--- config.mk ---
export PLATFORM = sky130hd
export DESIGN_NAME = vector_streamer_flat
export DESIGN_NICKNAME = d
export VERILOG_FILES = /design/src/rtl/svm_pkg.sv /design/src/rtl/vector_streamer_if.sv /design/src/rtl/streamer_addr_gen.sv /design/src/rtl/vector_streamer.sv /design/src/flat_wrapper.sv
export SDC_FILE = /design/constraint.sdc
export NUM_CORES = 1
export LEC_CHECK = 0
export CAP_MARGIN = 20
export CORE_ASPECT_RATIO = 1.75
export CORE_MARGIN = 1
export CORE_UTILIZATION = 36
export CTS_CLUSTER_SIZE = 28
export DETAILED_ROUTE_END_ITERATION = 10
export GPL_ROUTABILITY_DRIVEN = 1
export PLACE_DENSITY = 0.7
export SKIP_CTS_REPAIR_TIMING = 1
export SLEW_MARGIN = 20
export SYNTH_ARGS = -nofsm -noshare
export SYNTH_HDL_FRONTEND = slang
export SYNTH_HIERARCHICAL = 1
export SYNTH_SLANG_ARGS = --single-unit
--- constraint.sdc ---
create_clock -name clk -period 4.2 [get_ports clk]
set_input_delay 0.84 -clock clk [delete_from_list [all_inputs] [get_ports clk]]
set_output_delay 0.84 -clock clk [all_outputs]
set_load 0.02 [all_outputs]
--- src/rtl/svm_pkg.sv ---
// Shared types and default widths for the vector streamer.
package svm_pkg;

  localparam int unsigned ADDR_W_DEF = 12;
  localparam int unsigned LEN_W_DEF  = 16;
  localparam int unsigned DATA_W     = 32;

  typedef enum logic [1:0] {
    IDLE  = 2'd0,
    RUN   = 2'd1,
    FLUSH = 2'd2
  } state_e;

  // Framing that travels with an element through the read pipeline
  typedef struct packed {
    logic valid;
    logic first;  // element 0 of a vector
    logic eov;    // last element of a vector
    logic fin;    // last element of the whole command
  } frame_t;

endpackage

--- src/rtl/vector_streamer_if.sv ---
// Command and element-stream bundle of the vector streamer.
// With STREAMER_STALL_EN defined the stream gains an out_ready back-pressure signal.
interface vector_streamer_if #(
  parameter int unsigned LEN_W = svm_pkg::LEN_W_DEF
) ();

  logic                cmd_valid;
  logic                cmd_ready;
  logic [LEN_W-1:0]    cmd_len;
  logic [LEN_W-1:0]    cmd_count;
  logic signed [31:0]  out_test;
  logic signed [31:0]  out_support;
  logic                out_start;
  logic                out_end;
  logic                out_valid;
`ifdef STREAMER_STALL_EN
  logic                out_ready;

  modport master (
    output cmd_valid, cmd_len, cmd_count, out_ready,
    input  cmd_ready, out_test, out_support, out_start, out_end, out_valid
  );

  modport slave (
    input  cmd_valid, cmd_len, cmd_count, out_ready,
    output cmd_ready, out_test, out_support, out_start, out_end, out_valid
  );
`else
  modport master (
    output cmd_valid, cmd_len, cmd_count,
    input  cmd_ready, out_test, out_support, out_start, out_end, out_valid
  );

  modport slave (
    input  cmd_valid, cmd_len, cmd_count,
    output cmd_ready, out_test, out_support, out_start, out_end, out_valid
  );
`endif

endinterface

--- src/rtl/streamer_addr_gen.sv ---
// Element/vector counters and running support-vector pointer; its registers
// form the address-issue stage of the streamer pipeline.
module streamer_addr_gen
  import svm_pkg::*;
#(
  parameter int unsigned ADDR_W = ADDR_W_DEF,
  parameter int unsigned LEN_W  = LEN_W_DEF
) (
  input  logic              clk,
  input  logic              rst_n,
  input  logic              load,
  input  logic [LEN_W-1:0]  len,
  input  logic [LEN_W-1:0]  count,
  input  logic              step,
  output logic              valid,
  output logic [ADDR_W-1:0] test_addr,
  output logic [ADDR_W-1:0] sv_addr,
  output logic              first_c,
  output logic              eov_c,
  output logic              last_c
);

  logic              valid_q, valid_d;
  logic [LEN_W-1:0]  elem_q, elem_d;
  logic [LEN_W-1:0]  vec_q, vec_d;
  logic [LEN_W-1:0]  len_q, len_d;
  logic [LEN_W-1:0]  cnt_q, cnt_d;
  logic [ADDR_W-1:0] ptr_q, ptr_d;

  assign first_c = (elem_q == '0);
  assign eov_c   = (elem_q == len_q - LEN_W'(1));
  assign last_c  = eov_c && (vec_q == cnt_q - LEN_W'(1));

  assign valid     = valid_q;
  assign test_addr = ADDR_W'(elem_q);
  assign sv_addr   = ptr_q;

  // Load on accept, then advance one element per enabled cycle; pointer runs j*len+i
  always_comb begin
    valid_d = valid_q;
    elem_d  = elem_q;
    vec_d   = vec_q;
    len_d   = len_q;
    cnt_d   = cnt_q;
    ptr_d   = ptr_q;
    if (load) begin
      valid_d = 1'b1;
      elem_d  = '0;
      vec_d   = '0;
      ptr_d   = '0;
      len_d   = len;
      cnt_d   = count;
    end else if (step && valid_q) begin
      ptr_d = ptr_q + ADDR_W'(1);
      if (eov_c) begin
        elem_d = '0;
        if (last_c) begin
          valid_d = 1'b0;
        end else begin
          vec_d = vec_q + LEN_W'(1);
        end
      end else begin
        elem_d = elem_q + LEN_W'(1);
      end
    end
  end

  // Counter state registers
  always_ff @(posedge clk or negedge rst_n) begin
    if (!rst_n) begin
      valid_q <= 1'b0;
      elem_q  <= '0;
      vec_q   <= '0;
      len_q   <= '0;
      cnt_q   <= '0;
      ptr_q   <= '0;
    end else begin
      valid_q <= valid_d;
      elem_q  <= elem_d;
      vec_q   <= vec_d;
      len_q   <= len_d;
      cnt_q   <= cnt_d;
      ptr_q   <= ptr_d;
    end
  end

endmodule

--- src/rtl/vector_streamer.sv ---
// Streams element pairs of a test vector against cmd_count support vectors
// read from two 1-cycle-latency memories, with start/end framing per vector.
// Optional STREAMER_STALL_EN adds out_ready back-pressure on the output stream.
module vector_streamer
  import svm_pkg::*;
#(
  parameter int unsigned ADDR_W = ADDR_W_DEF,
  parameter int unsigned LEN_W  = LEN_W_DEF
) (
  input  logic                     clk,
  input  logic                     rst_n,
  vector_streamer_if.slave         bus,
  output logic [ADDR_W-1:0]        test_addr,
  output logic [ADDR_W-1:0]        sv_addr,
  input  logic signed [DATA_W-1:0] test_rdata,
  input  logic signed [DATA_W-1:0] sv_rdata,
  output logic                     busy,
  output logic                     done
);

  state_e                   state_q, state_d;
  frame_t                   m_q, m_d;
  frame_t                   o_q, o_d;
  logic signed [DATA_W-1:0] out_test_q, out_test_d;
  logic signed [DATA_W-1:0] out_sv_q, out_sv_d;
  logic                     cmd_ready_q, cmd_ready_d;
  logic                     busy_q, busy_d;
  logic                     done_q, done_d;

  logic                     adv_c, xfer_c, accept_c, zero_c, load_c;
  logic                     a_valid, a_first_c, a_eov_c, a_last_c;
  logic signed [DATA_W-1:0] m_test_c, m_sv_c;

  assign accept_c = bus.cmd_valid && cmd_ready_q;
  assign zero_c   = (bus.cmd_len == '0) || (bus.cmd_count == '0);
  assign load_c   = accept_c && !zero_c;

`ifdef STREAMER_STALL_EN
  logic                     hold_q, hold_d;
  logic signed [DATA_W-1:0] hold_test_q, hold_test_d;
  logic signed [DATA_W-1:0] hold_sv_q, hold_sv_d;

  assign adv_c    = !o_q.valid || bus.out_ready;
  assign xfer_c   = o_q.valid && bus.out_ready;
  assign m_test_c = hold_q ? hold_test_q : test_rdata;
  assign m_sv_c   = hold_q ? hold_sv_q : sv_rdata;

  // While stalled the issue stage keeps re-driving its address, so the data
  // returning for the element already in the read stage is parked here once
  always_comb begin
    hold_d      = hold_q;
    hold_test_d = hold_test_q;
    hold_sv_d   = hold_sv_q;
    if (adv_c) begin
      hold_d = 1'b0;
    end else if (!hold_q) begin
      hold_d      = 1'b1;
      hold_test_d = test_rdata;
      hold_sv_d   = sv_rdata;
    end
  end

  // Stall parking registers
  always_ff @(posedge clk or negedge rst_n) begin
    if (!rst_n) begin
      hold_q      <= 1'b0;
      hold_test_q <= '0;
      hold_sv_q   <= '0;
    end else begin
      hold_q      <= hold_d;
      hold_test_q <= hold_test_d;
      hold_sv_q   <= hold_sv_d;
    end
  end
`else
  assign adv_c    = 1'b1;
  assign xfer_c   = o_q.valid;
  assign m_test_c = test_rdata;
  assign m_sv_c   = sv_rdata;
`endif

  streamer_addr_gen #(
    .ADDR_W (ADDR_W),
    .LEN_W  (LEN_W)
  ) u_addr_gen (
    .clk       (clk),
    .rst_n     (rst_n),
    .load      (load_c),
    .len       (bus.cmd_len),
    .count     (bus.cmd_count),
    .step      (adv_c),
    .valid     (a_valid),
    .test_addr (test_addr),
    .sv_addr   (sv_addr),
    .first_c   (a_first_c),
    .eov_c     (a_eov_c),
    .last_c    (a_last_c)
  );

  // FSM next state plus the read-stage and output-stage pipeline
  always_comb begin
    state_d    = state_q;
    m_d        = m_q;
    o_d        = o_q;
    out_test_d = out_test_q;
    out_sv_d   = out_sv_q;
    done_d     = 1'b0;

    case (state_q)
      IDLE:    if (load_c) state_d = RUN;
      RUN:     if (a_valid && a_last_c && adv_c) state_d = FLUSH;
      FLUSH:   if (xfer_c && o_q.fin) state_d = IDLE;
      default: state_d = IDLE;
    endcase

    done_d = (accept_c && zero_c) || (xfer_c && o_q.fin);

    if (adv_c) begin
      m_d.valid = a_valid;
      m_d.first = a_valid && a_first_c;
      m_d.eov   = a_valid && a_eov_c;
      m_d.fin   = a_valid && a_last_c;
      o_d       = m_q;
      if (m_q.valid) begin
        out_test_d = m_test_c;
        out_sv_d   = m_sv_c;
      end
    end

    cmd_ready_d = (state_d == IDLE);
    busy_d      = (state_d != IDLE);
  end

  // State and registered outputs
  always_ff @(posedge clk or negedge rst_n) begin
    if (!rst_n) begin
      state_q     <= IDLE;
      m_q         <= '0;
      o_q         <= '0;
      out_test_q  <= '0;
      out_sv_q    <= '0;
      cmd_ready_q <= 1'b1;
      busy_q      <= 1'b0;
      done_q      <= 1'b0;
    end else begin
      state_q     <= state_d;
      m_q         <= m_d;
      o_q         <= o_d;
      out_test_q  <= out_test_d;
      out_sv_q    <= out_sv_d;
      cmd_ready_q <= cmd_ready_d;
      busy_q      <= busy_d;
      done_q      <= done_d;
    end
  end

  assign bus.cmd_ready   = cmd_ready_q;
  assign bus.out_valid   = o_q.valid;
  assign bus.out_start   = o_q.first;
  assign bus.out_end     = o_q.eov;
  assign bus.out_test    = out_test_q;
  assign bus.out_support = out_sv_q;
  assign busy            = busy_q;
  assign done            = done_q;

endmodule

--- src/flat_wrapper.sv ---
// flat-port wrapper written by rule: the top's interface ports become plain ports
module vector_streamer_flat import svm_pkg::*;
#(
  parameter int unsigned ADDR_W = ADDR_W_DEF,
  parameter int unsigned LEN_W  = LEN_W_DEF
)
  (clk, rst_n, test_addr, sv_addr, test_rdata, sv_rdata, busy, done, bus_cmd_valid, bus_cmd_len, bus_cmd_count, bus_cmd_ready, bus_out_test, bus_out_support, bus_out_start, bus_out_end, bus_out_valid);
  vector_streamer_if #(.LEN_W(LEN_W)) bus_i ();
  input  logic clk;
  input  logic rst_n;
  output logic [ADDR_W-1:0] test_addr;
  output logic [ADDR_W-1:0] sv_addr;
  input  logic signed [DATA_W-1:0] test_rdata;
  input  logic signed [DATA_W-1:0] sv_rdata;
  output logic busy;
  output logic done;
  input wire logic [$bits(bus_i.cmd_valid)-1:0] bus_cmd_valid;
  input wire logic [$bits(bus_i.cmd_len)-1:0] bus_cmd_len;
  input wire logic [$bits(bus_i.cmd_count)-1:0] bus_cmd_count;
  output wire logic [$bits(bus_i.cmd_ready)-1:0] bus_cmd_ready;
  output wire logic [$bits(bus_i.out_test)-1:0] bus_out_test;
  output wire logic [$bits(bus_i.out_support)-1:0] bus_out_support;
  output wire logic [$bits(bus_i.out_start)-1:0] bus_out_start;
  output wire logic [$bits(bus_i.out_end)-1:0] bus_out_end;
  output wire logic [$bits(bus_i.out_valid)-1:0] bus_out_valid;
  assign bus_i.cmd_valid = bus_cmd_valid;
  assign bus_i.cmd_len = bus_cmd_len;
  assign bus_i.cmd_count = bus_cmd_count;
  assign bus_cmd_ready = bus_i.cmd_ready;
  assign bus_out_test = bus_i.out_test;
  assign bus_out_support = bus_i.out_support;
  assign bus_out_start = bus_i.out_start;
  assign bus_out_end = bus_i.out_end;
  assign bus_out_valid = bus_i.out_valid;
  vector_streamer #(.ADDR_W(ADDR_W), .LEN_W(LEN_W)) u_core (.clk(clk), .rst_n(rst_n), .bus(bus_i), .test_addr(test_addr), .sv_addr(sv_addr), .test_rdata(test_rdata), .sv_rdata(sv_rdata), .busy(busy), .done(done));
endmodule
== After elaboration in Yosys (flattened, before gate mapping) ==
Index checks and enable logic that the tools add are counted.
Operators by class
  $add $sub $neg: 5
  equality and inequality tests: 5
  mux-type cells: 17
  reduce and logical (&&, ||, !) cells: 20
Operators with widths (number)
  2-to-1 mux 16 bit: 7
  logical NOT 16 bit: 3
  adder 16 x 1 -> 16 bit (second input constant): 2
  == test 16 bit: 2
  subtractor 16 x 1 -> 16 bit (second input constant): 2
  2-to-1 mux 12 bit: 2
  adder 12 x 1 -> 12 bit (second input constant): 1
  logical AND 1 bit: 8
  2-to-1 mux 2 bit: 3
  one-hot mux 2 bit (3 select lines): 1
  nonzero test 2 bit: 3
  logical NOT 2 bit: 2
  2-to-1 mux 1 bit: 4
  AND reduction 3 bit: 1
  == test 2 x 1 -> 1 bit (second input constant): 1
  == test 2 bit (second input constant): 1
  logical OR 1 bit: 2
  != test 2 x 1 -> 1 bit (second input constant): 1
  logical NOT 1 bit: 1
Storage, ports and cells
  register bits: 154
  output and inout port bits: 94
  word-level logic and storage cells: 67

== Logic depth before layout (Yosys ltp) ==
  depth after elaboration: 7
  depth in mapped cells: 13

== Cells and area by module ==
Netlist, hierarchy kept.
By module, submodules not included
  streamer_addr_gen: instances 1, cells each 512, area each 4853.4 um^2
  vector_streamer: instances 1, cells each 174, area each 2875.3 um^2

== Worst setup path before layout ==
No wires, ideal clock.
  path kind: register -> register
  start point: register u_core.u_addr_gen.cnt_q[0]
  end point: register u_core.u_addr_gen.vec_q[1]
  library setup time: 132 ps
  data arrival time: 2732 ps
  required time: 4068 ps
  setup slack: 1336 ps
  cell stages (with the launch flop): 13
  buffers on the path: 2
  path through: dfrtp_1 inv_1 ha_1 or4b_4 or4_1 o311a_1 a211oi_2 a41oi_2 nand3_2 buf_6 buf_8 mux2i_1 nor2_1
Between the ends
  longest elaborated chain between the ends: 5
Ends and longest elaborated chain
  start: declaration: line streamer_addr_gen.sv:27  | logic [LEN_W-1:0] cnt_q, cnt_d;
  start signal: assignment: line streamer_addr_gen.sv:82  | cnt_q <= cnt_d;
  subtractor 16 x 1 -> 16 bit: line streamer_addr_gen.sv:32  | assign last_c = eov_c && (vec_q == cnt_q - LEN_W'(1));
  == test 16 bit: line streamer_addr_gen.sv:32
  logical AND 1 bit: line streamer_addr_gen.sv:32
  != test 2 x 1 -> 1 bit (no line)
  AND reduction 3 bit (no line)
  end signal: assignment: line streamer_addr_gen.sv:80  | vec_q <= vec_d;
  end: declaration: line streamer_addr_gen.sv:25  | logic [LEN_W-1:0] vec_q, vec_d;
No other way between the ends.
A chain may end at the register's enable or synchronous reset.

== Worst setup path in the final report ==
  start point: register u_core.u_addr_gen.cnt_q[0]
  end point: register u_core.u_addr_gen.vec_q[12]
Same word-level chain as after synthesis.

==> results.md <==
- CP arrival: approximately 4 ns
- Fin. max-slew vios: 0
- # fillers: 1860
- Number of port buffers: 192
- Max layer used: met4
- P per Cell Area: 371.4 nW/um^2
- Remaining DRCs: 0
- Clock sink count: approximately 150
- DR WL met3: between 1 and 1.5 mm
- Vias in the first global route: roughly 5900
- Vias per cell: 5.288
- Commonest cells after routing, fill and taps aside: clkdlybuf4s50_1 (191), dfrtp_1 (152), mux2_1 (64)
- Final Hold Vio Count: 0
- Die width: 112.8 um
- Max Cap Viol: 0
- CP Capture Type: flip-flop
- Synth top area share: 0.4954
- WP buf/inv: 1
- Period utilisation layout: 0.8748
- Commonest non-fill, non-tap cell in the layout: clkdlybuf4s50_1
- Placer Congestion: 0.8450
- Slew margin rel.: 0.2886
- Share of layout cells above drive strength 1: 0.1079
- Final Critical Period: roughly 3.7 ns
- Worst-path clk slew: 0.07 ns
- Worst slack at placement: 0.6007 ns
- N_diodes: 0
- FP Rows: 70
- Hpwl dp: ~15 mm
- Cells after synthesis: just under 700
- CTS tree: done
- Vias: between 5000 and 6000
- Antenna Nets Post-Route: 0
- Fmax: 272.2 MHz
- FF+latch count, synth: around 150
- P&R area growth vs syn: 33.53%
- Clk buf depth: 2
- Die Y: 195.8 um
- Largest net degree at the start of global routing: 100
- DRT iter0 DRCs: 275
- Clock skew: 0.01204 ns
- Tightest Pin Transition: around 1.1 ns
- Largest fanout on the critical path: 30
- Highest-delay cell along the critical path: nor4_1
- Wire length on met1: approximately 7.5 mm
- Most used flip-flop cell after synthesis: dfrtp_1
- CP Depth: 10
- Worst path max stage delay: 0.80 ns
- Hold Crit Class: reg -> reg
- Sequential fraction of the synthesis area: 0.4988
- Met2 routed WL: 10.27 mm
- Tot Pwr: 0.003833 W
- Seq. cell area: 3856 um^2
- Crit path required time: about 4.6 ns
- CP startpoint kind: flip-flop
- Synth unique cells: 76
- LEAKAGE: roughly 4.3 nW
- Status: finished clean
- TritonCTS Buffers: 17
- Final worst slack: ~0.53 ns
- Total track usage: 0.1842
- Synth top area cells: dfrtp_1 (50%), mux2_1 (9.3%), mux2_2 (3.6%)
- GR Overflow Total: 0
- Final setup violation count: 0
- DIE AREA: 22080 um^2
- Ports: 193
- Setup TNS: 0 ns
- Post-Route WL: 19.73 mm
- Setup CP Type: reg -> reg
- Area of the multi-input gates: 3552 um^2
- Placed cells: 1093
- Average cell area after synthesis: 11.27 um^2
- RSZ-0062 raised after global routing: no
- H-tree depth: 4
- Synthesis warning total: 6
- Clk root buf: clkbuf_16
- Crit-path cells: inv_1 -> ha_1 -> or4b_4 -> o221ai_1 -> o311a_1 -> a211oi_2 -> a41oi_2 -> nand3_2 -> nor4_1 -> o21a_1
- Layout net count: 965
- Mapped Area: 7729 um^2
- Worst skew pair latency: between 0.4 and 0.5 ns
- IR drop worst, VDD: between 0.2 and 0.3 mV
- Core ar.: 20930 um^2
- Post-detailed-route wirelength per cell: 17.57 um
- Yosys top cell by area: dfrtp_1
- Async SR Flop Fraction: 1.000
- Initial Util: 0.3692
- Fin cells: 1123
- Drt pass-1 iters: 4
- Worst hold stages: 0
- Initial antenna violation count: 0
- Global-route wire length before repair: 31.26 mm
- Critical path's top delay family: simple AND/OR/NAND/NOR gates
- Worst R2R Path Depth: 10
- EDFF count, synth: 0
[Yosys cell counts, types with 5 or more instances]
| cell | n |
|---|---|
| xor2_1 | 28 |
| or4_1 | 6 |
| mux2_2 | 25 |
| o31ai_1 | 8 |
| nor3_1 | 11 |
| and3_1 | 9 |
| mux2_1 | 64 |
| ha_1 | 6 |
| and2_1 | 6 |
| inv_1 | 17 |
| o21ai_1 | 9 |
| a21oi_1 | 23 |
| dfrtp_1 | 153 |
| a22o_1 | 5 |
| buf_4 | 12 |
| or3_1 | 8 |
| nor2_1 | 34 |
| nor4_1 | 13 |
| buf_2 | 8 |
| clkbuf_1 | 18 |
| nand2_1 | 39 |
| xnor2_1 | 22 |
| nand3_1 | 18 |
| nand4_1 | 21 |
| o21ai_0 | 26 |
| nor2b_1 | 5 |
| and4_1 | 6 |
[sequential cells by signal (all words and copies together) (netlist names)]
name / flops
u_core/bus.out_end: 1
u_core/bus.out_test: 32
u_core/state_q: 2
u_core/o_q: 1
u_core/bus.out_support: 32
u_core/bus.out_start: 1
u_core/u_addr_gen/sv_addr: 12
u_core/u_addr_gen/len_q: 16
u_core/m_q: 4
u_core/u_addr_gen/elem_q: 16
u_core/u_addr_gen/valid: 1
u_core/done: 1
u_core/u_addr_gen/cnt_q: 16
u_core/u_addr_gen/vec_q: 16
u_core/bus.cmd_ready: 1
u_core/bus.out_valid: 1
u_core/busy: 1
[worst paths after layout]
kind | start | endpoint | slack [ns]
setup reg to reg | u_core/u_addr_gen/cnt_q[0] | u_core/u_addr_gen/vec_q[12] | 0.53
hold reg to reg | u_core/m_q[0] | u_core/o_q[0] | 0.35
setup / recovery | u_core/u_addr_gen/cnt_q[0] | u_core/u_addr_gen/vec_q[12] | 0.53
min in group asynchronous | rst_n | u_core/u_addr_gen/cnt_q[15] | 0.50
max in group asynchronous | rst_n | u_core/bus.out_end | 2.77
hold / removal | u_core/m_q[0] | u_core/o_q[0] | 0.35
[metal layers]
metal	vias up	GRT usage
met2	228	0.3340
met3	44	0.04078
met5	-	0
li1	2818	-
met4	0	0.1017
met1	2848	0.1953
[cells by family after synthesis]
logic type | count (synthesis) | share of synthesized area
muxes | 92 | 0.1342
and+or+nand+nor | 216 | 0.1680
buffers and inverters | 61 | 0.04209
DFF | 154 | 0.4988
xor gates and xnor gates | 50 | 0.05666
other | 1 | 0.0004852
adders and majority gates | 6 | 0.009713
AOI/OAI and AO/OA | 106 | 0.09001
[cell type report]
cell class | instances | share of cell area
repair buffers | 198 | 0.1919
clock inverters | 11 | 0.009578
inverters | 17 | 0.006183
clock buffers | 19 | 0.04389
multi-input cells | 472 | 0.3442
well taps | 252 | 0.03055
flip-flops and latches | 154 | 0.3737
[power breakdown]
part           internal, W  leakage (nW)  switching [W]
registers          0.00159          1.90       0.000114
logic             0.000364          2.17       0.000311
clock network     0.000838         0.267       0.000615
total              0.00279          4.34        0.00104
[metrics by stage]
stage	hold WS, ns	util	instance area (um^2)
final	0.3479	0.4930	10320
after global routing	0.3543	0.4930	10320
after CTS	0.3467	0.4930	10320
after detailed placement	0.3434	0.4666	9768
after global placement	0.3334	0.4666	9768
after floorplan	0.3312	-	7732
Note: power is estimated with default switching activity, not from simulation.
